## src/rtl/kt_video_pkg.sv

```systemverilog
// Shared video definitions used by the sprite renderers and the output compositor.
package kt_video_pkg;
   localparam int unsigned PIXEL_W = 24;
   localparam logic [PIXEL_W-1:0] COLOR_BLACK = 24'h000000;
   localparam logic SYNC_INACTIVE = 1'b1;
endpackage

```

## src/rtl/sync_delay_line.sv

```systemverilog
// Generic resettable shift register; dout is din delayed by DEPTH cycles.
module sync_delay_line #(
   parameter int unsigned WIDTH = 3,
   parameter int unsigned DEPTH = 3,
   parameter logic [WIDTH-1:0] RESET_VAL = '1
) (
   input  logic             clk,
   input  logic             reset,
   input  logic [WIDTH-1:0] din,
   output logic [WIDTH-1:0] dout
);
   logic [WIDTH-1:0] stages [DEPTH];

   always_ff @(posedge clk) begin
      if (reset) begin
         for (int i = 0; i < int'(DEPTH); i++) stages[i] <= RESET_VAL;
      end else begin
         stages[0] <= din;
         for (int i = 1; i < int'(DEPTH); i++) stages[i] <= stages[i-1];
      end
   end

   assign dout = stages[DEPTH-1];
endmodule

```

## src/rtl/pixel_compositor.sv

```systemverilog
// Final video stage: priority-merges sprite layers over a per-frame background, aligns
// syncs with the sprite pipeline and applies a frame-counted full-screen flash tint.
module pixel_compositor
   import kt_video_pkg::*;
#(
   parameter int unsigned NUM_LAYERS = 4,
   parameter int unsigned PIPE_DELAY = 3,
   parameter int unsigned FLASH_FRAMES = 30,
   parameter logic [PIXEL_W-1:0] FLASH_COLOR = 24'hFF0000
) (
   input  logic                          pixel_clk,
   input  logic                          reset,
   input  logic                          hsync_in,
   input  logic                          vsync_in,
   input  logic                          blank_in,
   input  logic [PIXEL_W*NUM_LAYERS-1:0] layer_pixels,
   input  logic [PIXEL_W-1:0]            bg_color,
   input  logic                          flash_trigger,
   output logic                          hsync_out,
   output logic                          vsync_out,
   output logic                          blank_out,
   output logic [PIXEL_W-1:0]            pixel_out,
   output logic                          flash_active
);
   localparam int unsigned CNT_W = $clog2(FLASH_FRAMES + 1);

   logic              dly_hsync, dly_vsync, dly_blank;
   logic              frame_start;
   logic              hit;
   logic [PIXEL_W-1:0] cand;
   logic [PIXEL_W-1:0] pixel_d;
   logic [PIXEL_W-1:0] bg_reg;
   logic [CNT_W-1:0]   flash_cnt, flash_cnt_d;

   sync_delay_line #(
      .WIDTH     (3),
      .DEPTH     (PIPE_DELAY),
      .RESET_VAL ({SYNC_INACTIVE, SYNC_INACTIVE, 1'b1})
   ) u_sync_delay (
      .clk   (pixel_clk),
      .reset (reset),
      .din   ({hsync_in, vsync_in, blank_in}),
      .dout  ({dly_hsync, dly_vsync, dly_blank})
   );

   // vsync_out holds the previous delayed vsync, so this is its falling edge.
   assign frame_start = vsync_out & ~dly_vsync;

   // Scan from the lowest priority up so the lowest-index opaque layer wins.
   always_comb begin
      hit  = 1'b0;
      cand = COLOR_BLACK;
      for (int i = int'(NUM_LAYERS) - 1; i >= 0; i--) begin
         if (layer_pixels[PIXEL_W*i +: PIXEL_W] != COLOR_BLACK) begin
            hit  = 1'b1;
            cand = layer_pixels[PIXEL_W*i +: PIXEL_W];
         end
      end
   end

   always_comb begin
      pixel_d = bg_reg;
      if (dly_blank) begin
         pixel_d = COLOR_BLACK;
      end else if (hit) begin
         pixel_d = cand;
      end else if (flash_cnt != '0) begin
         pixel_d = FLASH_COLOR;
      end
   end

   // Reload takes precedence over a coincident frame-boundary decrement.
   always_comb begin
      flash_cnt_d = flash_cnt;
      if (flash_trigger) begin
         flash_cnt_d = CNT_W'(FLASH_FRAMES);
      end else if (frame_start && flash_cnt != '0) begin
         flash_cnt_d = flash_cnt - CNT_W'(1);
      end
   end

   always_ff @(posedge pixel_clk) begin
      if (reset) begin
         hsync_out    <= SYNC_INACTIVE;
         vsync_out    <= SYNC_INACTIVE;
         blank_out    <= 1'b1;
         pixel_out    <= COLOR_BLACK;
         flash_active <= 1'b0;
         bg_reg       <= COLOR_BLACK;
         flash_cnt    <= '0;
      end else begin
         hsync_out    <= dly_hsync;
         vsync_out    <= dly_vsync;
         blank_out    <= dly_blank;
         pixel_out    <= pixel_d;
         flash_active <= (flash_cnt_d != '0);
         flash_cnt    <= flash_cnt_d;
         if (frame_start) bg_reg <= bg_color;
      end
   end
endmodule

```

## config.mk

```make
export PLATFORM = sky130hd
export DESIGN_NAME = pixel_compositor
export DESIGN_NICKNAME = d
export VERILOG_FILES = /design/src/rtl/kt_video_pkg.sv /design/src/rtl/sync_delay_line.sv /design/src/rtl/pixel_compositor.sv
export SDC_FILE = /design/constraint.sdc
export NUM_CORES = 1
export LEC_CHECK = 0
export CORE_MARGIN = 2
export CORE_UTILIZATION = 41
export DETAILED_ROUTE_END_ITERATION = 10
export PLACE_DENSITY_LB_ADDON = 0.12
export SLEW_MARGIN = 25
export SYNTH_ARGS = -nofsm -noshare
export SYNTH_HDL_FRONTEND = slang
export SYNTH_SLANG_ARGS = --single-unit
export TNS_END_PERCENT = 20
```

## constraint.sdc

```tcl
create_clock -name pixel_clk -period 3.29 [get_ports pixel_clk]
set_clock_uncertainty 0.2 [all_clocks]
set_input_delay 0.4935 -clock pixel_clk [delete_from_list [all_inputs] [get_ports pixel_clk]]
set_output_delay 0.4935 -clock pixel_clk [all_outputs]
set_load 0.02 [all_outputs]
```

[Yosys cells after proc, flatten, opt, wreduce, memory -nomap -nowiden]
Memories as Yosys holds them, arrays and structs flattened.
Cells that the tools add are included.
Operators by class
  bitwise logic cells: 5
  multiplexer cells: 18
  reductions and logical operators: 8
  add/sub/neg operators: 1
Operator list (number)
  2-to-1 mux 24 bit: 6
  nonzero test 24 bit: 4
  2-to-1 mux 5 bit: 2
  nonzero test 5 bit: 2
  2-to-1 mux 3 bit: 3
  2-to-1 mux 1 bit: 7
  subtractor 5 x 1 -> 5 bit, second input constant: 1
  bitwise OR 1 bit: 3
  OR reduction 2 bit: 1
  AND 1 bit: 1
  logical AND 1 bit: 1
  NOT 1 bit: 1
Storage, ports and cells
  RAM bits: 9
  flip-flop bits (word level): 57
  memories kept: 1
  output and inout port bits: 28
  word-level logic and storage cells: 40
Memory list
  u_sync_delay.stages: depth 3, bits a word 3, read ports 3, clocked after Yosys merged registers in 0, wr ports 3, line sync_delay_line.sv:12  | logic [WIDTH-1:0] stages [DEPTH];

[Longest topological paths before layout]
Gate-level depths: netlist of the first run.
  depth in word-level cells: 6
  gate-level depth with buffers: 8
  gate-level depth less buffers: 7

[Cells and area by module]
Synthesis of the first run repeated with hierarchy kept, for this count alone.
Second synthesis, totals
  cell total of the unflattened synthesis: 357
  area, all modules: 3123.0 um^2
By module, submodules not included
  pixel_compositor: cells each 336, area each 2864.0 um^2, sequential area each 1141.1 um^2, times used 1
  sync_delay_line: cells each 21, area each 259.0 um^2, sequential area each 180.2 um^2, times used 1

[Least setup slack after synthesis of the first run]
OpenSTA, ideal clock, no wires.
  path kind: input to register
  from: in layer_pixels[42]
  to: reg pixel_out[20]
  path slack: 0.593 ns
  path buffers: 1
  stages: 6
  library setup time: 0.122 ns
  arrival time: 2.375 ns
  cells stage by stage: nor4_2 -> nand4_2 -> or4_4 -> buf_6 -> or4_1 -> o311a_1
On the way
  longest elaborated chain between the ends: 4
Ends and longest elaborated chain
  start: declaration: line pixel_compositor.sv:16  | input logic [PIXEL_W*NUM_LAYERS-1:0] layer_pixels,
  nonzero test 24 bit (*): line pixel_compositor.sv:54  | if (layer_pixels[PIXEL_W*i +: PIXEL_W] != COLOR_BLACK) begin
  2-to-1 mux 24 bit or 2-to-1 mux 1 bit (tied branches) (2 in series): line pixel_compositor.sv:54
  2-to-1 mux 24 bit (*): line pixel_compositor.sv:65  | end else if (hit) begin
  end signal: assignment: line pixel_compositor.sv:95  | pixel_out <= pixel_d;
  end: declaration: line pixel_compositor.sv:22  | output logic [PIXEL_W-1:0] pixel_out,
Every way passes the cells marked *; elsewhere a longest branch is shown, timed or not.
A chain may end at the register's enable or synchronous reset.

[Worst setup path in the final report of the first run]
  from: in layer_pixels[0]
  to: reg pixel_out[1]
On the way
  longest elaborated chain between the ends: 3
Ends and longest elaborated chain (line)
  nonzero test 24 bit (*): pixel_compositor.sv:54
  2-to-1 mux 24 bit or 2-to-1 mux 1 bit (tied branches): pixel_compositor.sv:54
  2-to-1 mux 24 bit (*): pixel_compositor.sv:65
Marks and branches as above.

==> flow_summary.yaml, run 1 <==
die:
  die_h_microns: 92.9
  die_width_microns: 92.9
  rows: 32
  io_pins: 154
  fp.dieArea_sq_um: 8620
  start_util: 0.421
  core_sq_um: 7690
drt:
  first_iter_violations: 244
  vias: 3665
  wirelength_mm: 11.6
  drc: 0
  routed_via_density: 5.73
  dr.pass1.iters: 5
  antenna_left: 0
  routedWlPerCell_microns: 18.2
synthesis:
  syn-cell-area_sq_um: 3240
  syn_area_per_cell_sq_um: 8.59
  synth_seq_cells: 66
  syn_nets: 504
  async_flop_share: 0
  synth_flop_cell: "dfxtp_1"
  yosysTopAreaCell: "dfxtp_1"
  yosysWarnings: 0
  synthCells: 377
  synth_most_common_cell: "dfxtp_1"
  synth_commonest_cells: "dfxtp_1, a21oi_1, nand2_1, clkbuf_1, nor4_1"
  synth_area_leaders: "dfxtp_1, a21oi_1, nand2_1"
  synth-edff-count: 0
  ys_types: 49
  synth_top_cell_area_share: 0.408
  ys_seq_area_frac: 0.408
setup_path:
  r2r-start: "flash_cnt[0]"
  cp.arrival_ns: 2.99
  worstRegToRegCells: 7
  cp-start-kind: "primary input"
  crit_fanout: 8
  crit_path_end: "pixel_out[1]"
  rrSetupSlack_ns: 0.84
  startpoint: "layer_pixels[0]"
  crit_type: "primary input to flip-flop"
  cp-end-kind: "flip-flop"
  reg2reg_to: "pixel_out[18]"
  required_ns: 3.29
sta:
  tightest_slew_ns: 0.760
  final_max_slew_viol_count: 0
  final-hold-violation-count: 0
  finalCritPeriodShare: 0.907
  rsz0062_at_grt: "no"
  max_freq_ghz: 0.335
  maxSlewHeadroom: 0.486
  fin_crit_ns: 2.98
  setup_viol: 0
clocking:
  hold_buffers: 0
  cts_buffer_depth: 2
  cts.sinks: 66
  cts_tree: "built"
  cts_setup_buffers: 0
  clk_pin_slew_worst_paths_ns: 0.06
  htreeDepth: 3
  clk_latency_ns: 0.36
  cts-root-buf: "clkbuf_8"
  cts-resized-gates: 0
  numCtsBuffers: 9
finish:
  utilization: 0.665
  area_growth_pct: 57.8
  nets: 660
  multi_input_area_sq_um: 1770
  num-fill-cells: 665
  antenna_cells: 0
  layout-drive-gt1-share: 0.110
  regArea_sq_um: 1320
status:
  status: "completed"
place:
  dp_hpwl_mm: 8.83
  gp_congestion: 0.957
  port_buffers: 153
power:
  powerDensity_nw_per_um2: 332
  power.leakage_nw: 1.72
  p_total_mw: 1.70
  ir_drop_mv: 0.298
grt:
  grt_pass1_wl_mm: 17.7
  grtUsageTotal: 0.266
  busiest_layer: "met2"
  grt_antenna_before_repair: 0
  grt_util_met3: 0.0871
  gr-total-overflow: 0
  use_met2: 0.402
  grt_max_degree: 42
  grt_pass1_vias: 3524
  grt_use_met1: 0.347
hold_path:
  hp-class: "flip-flop to flip-flop"
  hold_depth: 1
flow_run:
  drv_cap: 0
==> critical path, stage by stage <==
cell and delay [ns]:
clkdlybuf4s50_1 0.43, nor4_1 0.34, buf_4 0.18, nand4_1 0.16, buf_4 0.20, or2_2 0.38, a2111oi_0 0.59, o21ai_0 0.22
==> kinds of logic (layout without fill, tap and decap cells) <==
group | after synthesis | after routing | share of synthesized area
buffers and inverters | 35 | 196 | 0.0460
and+or+nand+nor | 145 | 145 | 0.259
AOI/OAI and AO/OA | 128 | 128 | 0.278
DFF | 66 | 66 | 0.408
xor gates and xnor gates | 2 | 2 | 0.00541
adders and majority gates | 1 | 1 | 0.00386
==> where the power goes <==
part / internal [mW] / leakage, nW / switching (mW)
logic: 0.174 / 1.10 / 0.104
clock network: 0.271 / 0.0831 / 0.321
registers: 0.818 / 0.537 / 0.0102
total: 1.26 / 1.72 / 0.435
==> placed cells by master, fill, tap and decap left out, types with 8 or more instances in the layout <==
cell type,n
nor2_1,9
a21oi_1,54
clkbuf_8,9
o21bai_1,13
a32o_1,13
dfxtp_1,66
buf_4,21
or2_2,12
nor4_1,18
or4_1,12
nor3_1,8
clkdlybuf4s50_1,153
nand2_1,53
==> how the worst min path moves through the flow <==
stage,startpoint,endpoint,slack [ns]
2_1_floorplan,u_sync_delay.stages[0][8],hsync_out,0.19
3_3_place_gp,u_sync_delay.stages[0][0],u_sync_delay.stages[0][3],0.19
3_5_place_dp,u_sync_delay.stages[0][4],u_sync_delay.stages[0][7],0.19
4_1_cts,u_sync_delay.stages[0][4],u_sync_delay.stages[0][7],0.21
5_1_grt,u_sync_delay.stages[0][4],u_sync_delay.stages[0][7],0.22
6_report,u_sync_delay.stages[0][1],u_sync_delay.stages[0][4],0.21
==> per-stage QoR <==
| stage | setup TNS [ns] | area (sq um) | setup WS [ns] | hold slack (ns) | std cells |
|---|---|---|---|---|---|
| after floorplan | 0 | 3240 | 0.593 | 0.189 | 377 |
| after CTS | 0 | 5110 | 0.364 | 0.210 | 640 |
| after global routing | 0 | 5110 | 0.228 | 0.224 | 640 |
| final | 0 | 5110 | 0.307 | 0.209 | 640 |
| after global placement | -0.0454 | 4950 | -0.0454 | 0.193 | 624 |
| after detailed placement | -0.00547 | 4950 | -0.00547 | 0.194 | 624 |
==> routing by layer <==
layer | wire length (microns) | part of all wire
met1 | 4970 | 0.43
met2 | 5040 | 0.43
met3 | 1280 | 0.11
met4 | 332 | 0.029
met5 | 0 | 0
==> layout make-up <==
| cell class | count | share of cell area |
|---|---|---|
| Clock buffer | 11 | 0.0257 |
| Clock inverter | 5 | 0.00612 |
| Inverter | 5 | 0.00367 |
| Multi-Input combinational cell | 276 | 0.346 |
| Sequential cell | 66 | 0.259 |
| Tap cell | 102 | 0.0250 |
| Timing Repair Buffer | 175 | 0.334 |
Note: power is estimated with default switching activity, not from simulation.
==> run 2, diff against run 1 <==
--- a/config.mk
+++ b/config.mk
@@ -9,6 +9,7 @@
 export CORE_UTILIZATION = 41
 export DETAILED_ROUTE_END_ITERATION = 10
 export PLACE_DENSITY_LB_ADDON = 0.12
+export SKIP_LAST_GASP = 1
 export SLEW_MARGIN = 25
 export SYNTH_ARGS = -nofsm -noshare
 export SYNTH_HDL_FRONTEND = slang
==> results of run 2 <==
No change in the layout: final DEF, timing and power equal those of run 1.
==> run 3, diff against run 2 <==
--- a/config.mk
+++ b/config.mk
@@ -5,8 +5,9 @@
 export SDC_FILE = /design/constraint.sdc
 export NUM_CORES = 1
 export LEC_CHECK = 0
+export ABC_AREA = 1
 export CORE_MARGIN = 2
-export CORE_UTILIZATION = 41
+export CORE_UTILIZATION = 39
 export DETAILED_ROUTE_END_ITERATION = 10
 export PLACE_DENSITY_LB_ADDON = 0.12
 export SKIP_LAST_GASP = 1
==> constraint.sdc (replaced) <==
create_clock -name pixel_clk -period 2.4 [get_ports pixel_clk]
set_clock_uncertainty 0.2 [all_clocks]
set_input_delay 0.36 -clock pixel_clk [delete_from_list [all_inputs] [get_ports pixel_clk]]
set_output_delay 0.36 -clock pixel_clk [all_outputs]
set_load 0.02 [all_outputs]
==> flow_summary.yaml, run 3 <==
finish:
  num-fill-cells: 869
  layout-drive-gt1-share: 0.0886
  antenna_cells: 0
  final_common_cell: "clkdlybuf4s50_1"
  nets: 868
  mostFrequentLayoutCells: "clkdlybuf4s50_1, nor2_1, nand2_1"
  final_cell_area_sq_um: 5510
  area_growth_pct: 53.4
clocking:
  cts_buffer_depth: 2
  cts-resized-gates: 0
  clk_latency_ns: 0.33
  htreeDepth: 3
  numCtsBuffers: 9
  hold_buffers: 0
  cts_tree: "built"
  cts_setup_buffers: 0
  cts.sinks: 66
  clk_pin_slew_worst_paths_ns: 0.07
  cts-root-buf: "clkbuf_8"
die:
  die_h_microns: 100
  die_width_microns: 100
  rows: 35
  core_sq_um: 9110
  fp.dieArea_sq_um: 10000
  io_pins: 154
  start_util: 0.395
setup_path:
  r2r-start: "flash_cnt[0]"
  cp-end-kind: "flip-flop"
  required_ns: 2.42
  cp.arrival_ns: 2.11
  crit_type: "flip-flop to flip-flop"
  cp-start-kind: "flip-flop"
  rrSetupSlack_ns: 0.32
  reg2reg_to: "flash_active"
  crit_fanout: 10
  worstRegToRegCells: 12
hold_path:
  whs_endpoint: "u_sync_delay.stages[0][7]"
  hp-class: "flip-flop to flip-flop"
  hold_depth: 1
  hp-start: "u_sync_delay.stages[0][4]"
synthesis:
  async_flop_share: 0
  synth-edff-count: 0
  synth_top_cell_area_share: 0.368
  ys_types: 26
  yosysTopAreaCell: "dfxtp_1"
  synth_area_leaders: "dfxtp_1, nor2_1, nand2_1"
  synth_seq_cells: 66
  synth_commonest_cells: "nor2_1, nand2_1, inv_1, dfxtp_1, a21oi_1"
  syn-cell-area_sq_um: 3590
  ys_seq_area_frac: 0.368
  synthCells: 582
  syn_area_per_cell_sq_um: 6.18
  yosysWarnings: 0
  synth_flop_cell: "dfxtp_1"
  syn_nets: 709
  synth_most_common_cell: "nor2_1"
place:
  gp_congestion: 0.911
  dp_hpwl_mm: 9.07
  place_area_sq_um: 5310
  port_buffers: 153
drt:
  first_iter_violations: 139
  dr.pass1.iters: 5
  routedWlPerCell_microns: 13.1
  routed_via_density: 4.68
  antenna_left: 0
  wirelength_mm: 11.2
  vias: 4008
  drc: 0
sta:
  maxSlewHeadroom: 0.647
  whs_ns: 0.210
  tns_ns: 0
  max_freq_ghz: 0.480
  setup_viol: 0
  tightest_slew_ns: 0.529
  rsz0062_at_grt: "no"
  finalCritPeriodShare: 0.868
  final_max_slew_viol_count: 0
  final-hold-violation-count: 0
  fin_crit_ns: 2.08
power:
  ir_drop_mv: 0.450
  internal-power_mw: 1.96
  power_frac_comb: 0.169
  switching_share: 0.228
  p_sw_uw: 579
  p_seq_frac: 0.450
  powerDensity_nw_per_um2: 460
  pwr-share-clk: 0.381
  power.leakage_nw: 2.38
status:
  status: "completed"
grt:
  gr-total-overflow: 0
  grtUsageTotal: 0.222
  grt_pass1_vias: 3814
  grt_max_degree: 41
  grt_pass1_wl_mm: 17.7
  grt_antenna_before_repair: 0
flow_run:
  drv_cap: 0
==> run 3: logic make-up after synthesis <==
group / synth area share
AND/OR/NAND/NOR: 0.419
AO/OA/AOI/OAI: 0.102
adder cells (fa/ha/maj): 0.00348
buffers and inverters: 0.106
XOR/XNOR: 0.00244
flip-flops: 0.368
==> run 3: power by group through the flow <==
stage          combinational (mW)  clock [mW]  sequential [mW]
2_1_floorplan               0.140           0             1.17
3_3_place_gp                0.423           0             1.17
3_5_place_dp                0.424           0             1.17
4_1_cts                     0.429       0.988             1.14
5_1_grt                     0.469        1.04             1.14
6_report                    0.427       0.966             1.14
==> run 3: per-layer routing <==
metal	track usage	up-vias	part of all wire
met1	0.294	1733	0.47
met5	0	-	0
met4	0.0769	0	0.013
met3	0.0327	11	0.070
met2	0.372	136	0.45
li1	-	2128	-
==> run 3: critical path, stage by stage, from the launching register on <==
cell and delay [ns]:
dfxtp_1 0.31, inv_1 0.09, ha_1 0.19, nor3b_2 0.27
nand2_2 0.21, nand2_1 0.22, inv_2 0.06, nand2_1 0.05
nand3_1 0.10, nor2_1 0.11, nand3_1 0.07, nand2_1 0.06
nand2_1 0.05
==> run 3: through the flow <==
| step | std cells | total power [mW] | worst slack (ns) | utilization |
|---|---|---|---|---|
| floorplan | 582 | 1.31 | 0.563 | - |
| detailed placement | 841 | 1.59 | 0.0479 | 0.583 |
| global route | 856 | 2.65 | 0.110 | 0.605 |
| global placement | 841 | 1.59 | 0.0962 | 0.583 |
| CTS | 856 | 2.56 | 0.294 | 0.605 |
| finish | 856 | 2.53 | 0.316 | 0.605 |
==> run 3: worst max path at each step <==
stage                    startpoint  slack, ns             to
floorplan              flash_cnt[0]       0.56   flash_active
global placement    layer_pixels[0]        0.1  pixel_out[17]
detailed placement  layer_pixels[0]       0.05  pixel_out[17]
CTS                    flash_cnt[0]       0.29   flash_active
global route           flash_cnt[0]       0.11   flash_active
finish                 flash_cnt[0]       0.32   flash_active
==> run 3: final cells by class <==
type | instances | area [sq um] | share of cell area
clock buffers | 9 | 124 | 0.0225
clock inverters | 6 | 82.6 | 0.0150
inverters | 79 | 297 | 0.0538
multi-input cells | 417 | 1890 | 0.343
flip-flops and latches | 66 | 1320 | 0.240
well taps | 111 | 139 | 0.0252
repair buffers | 168 | 1660 | 0.300
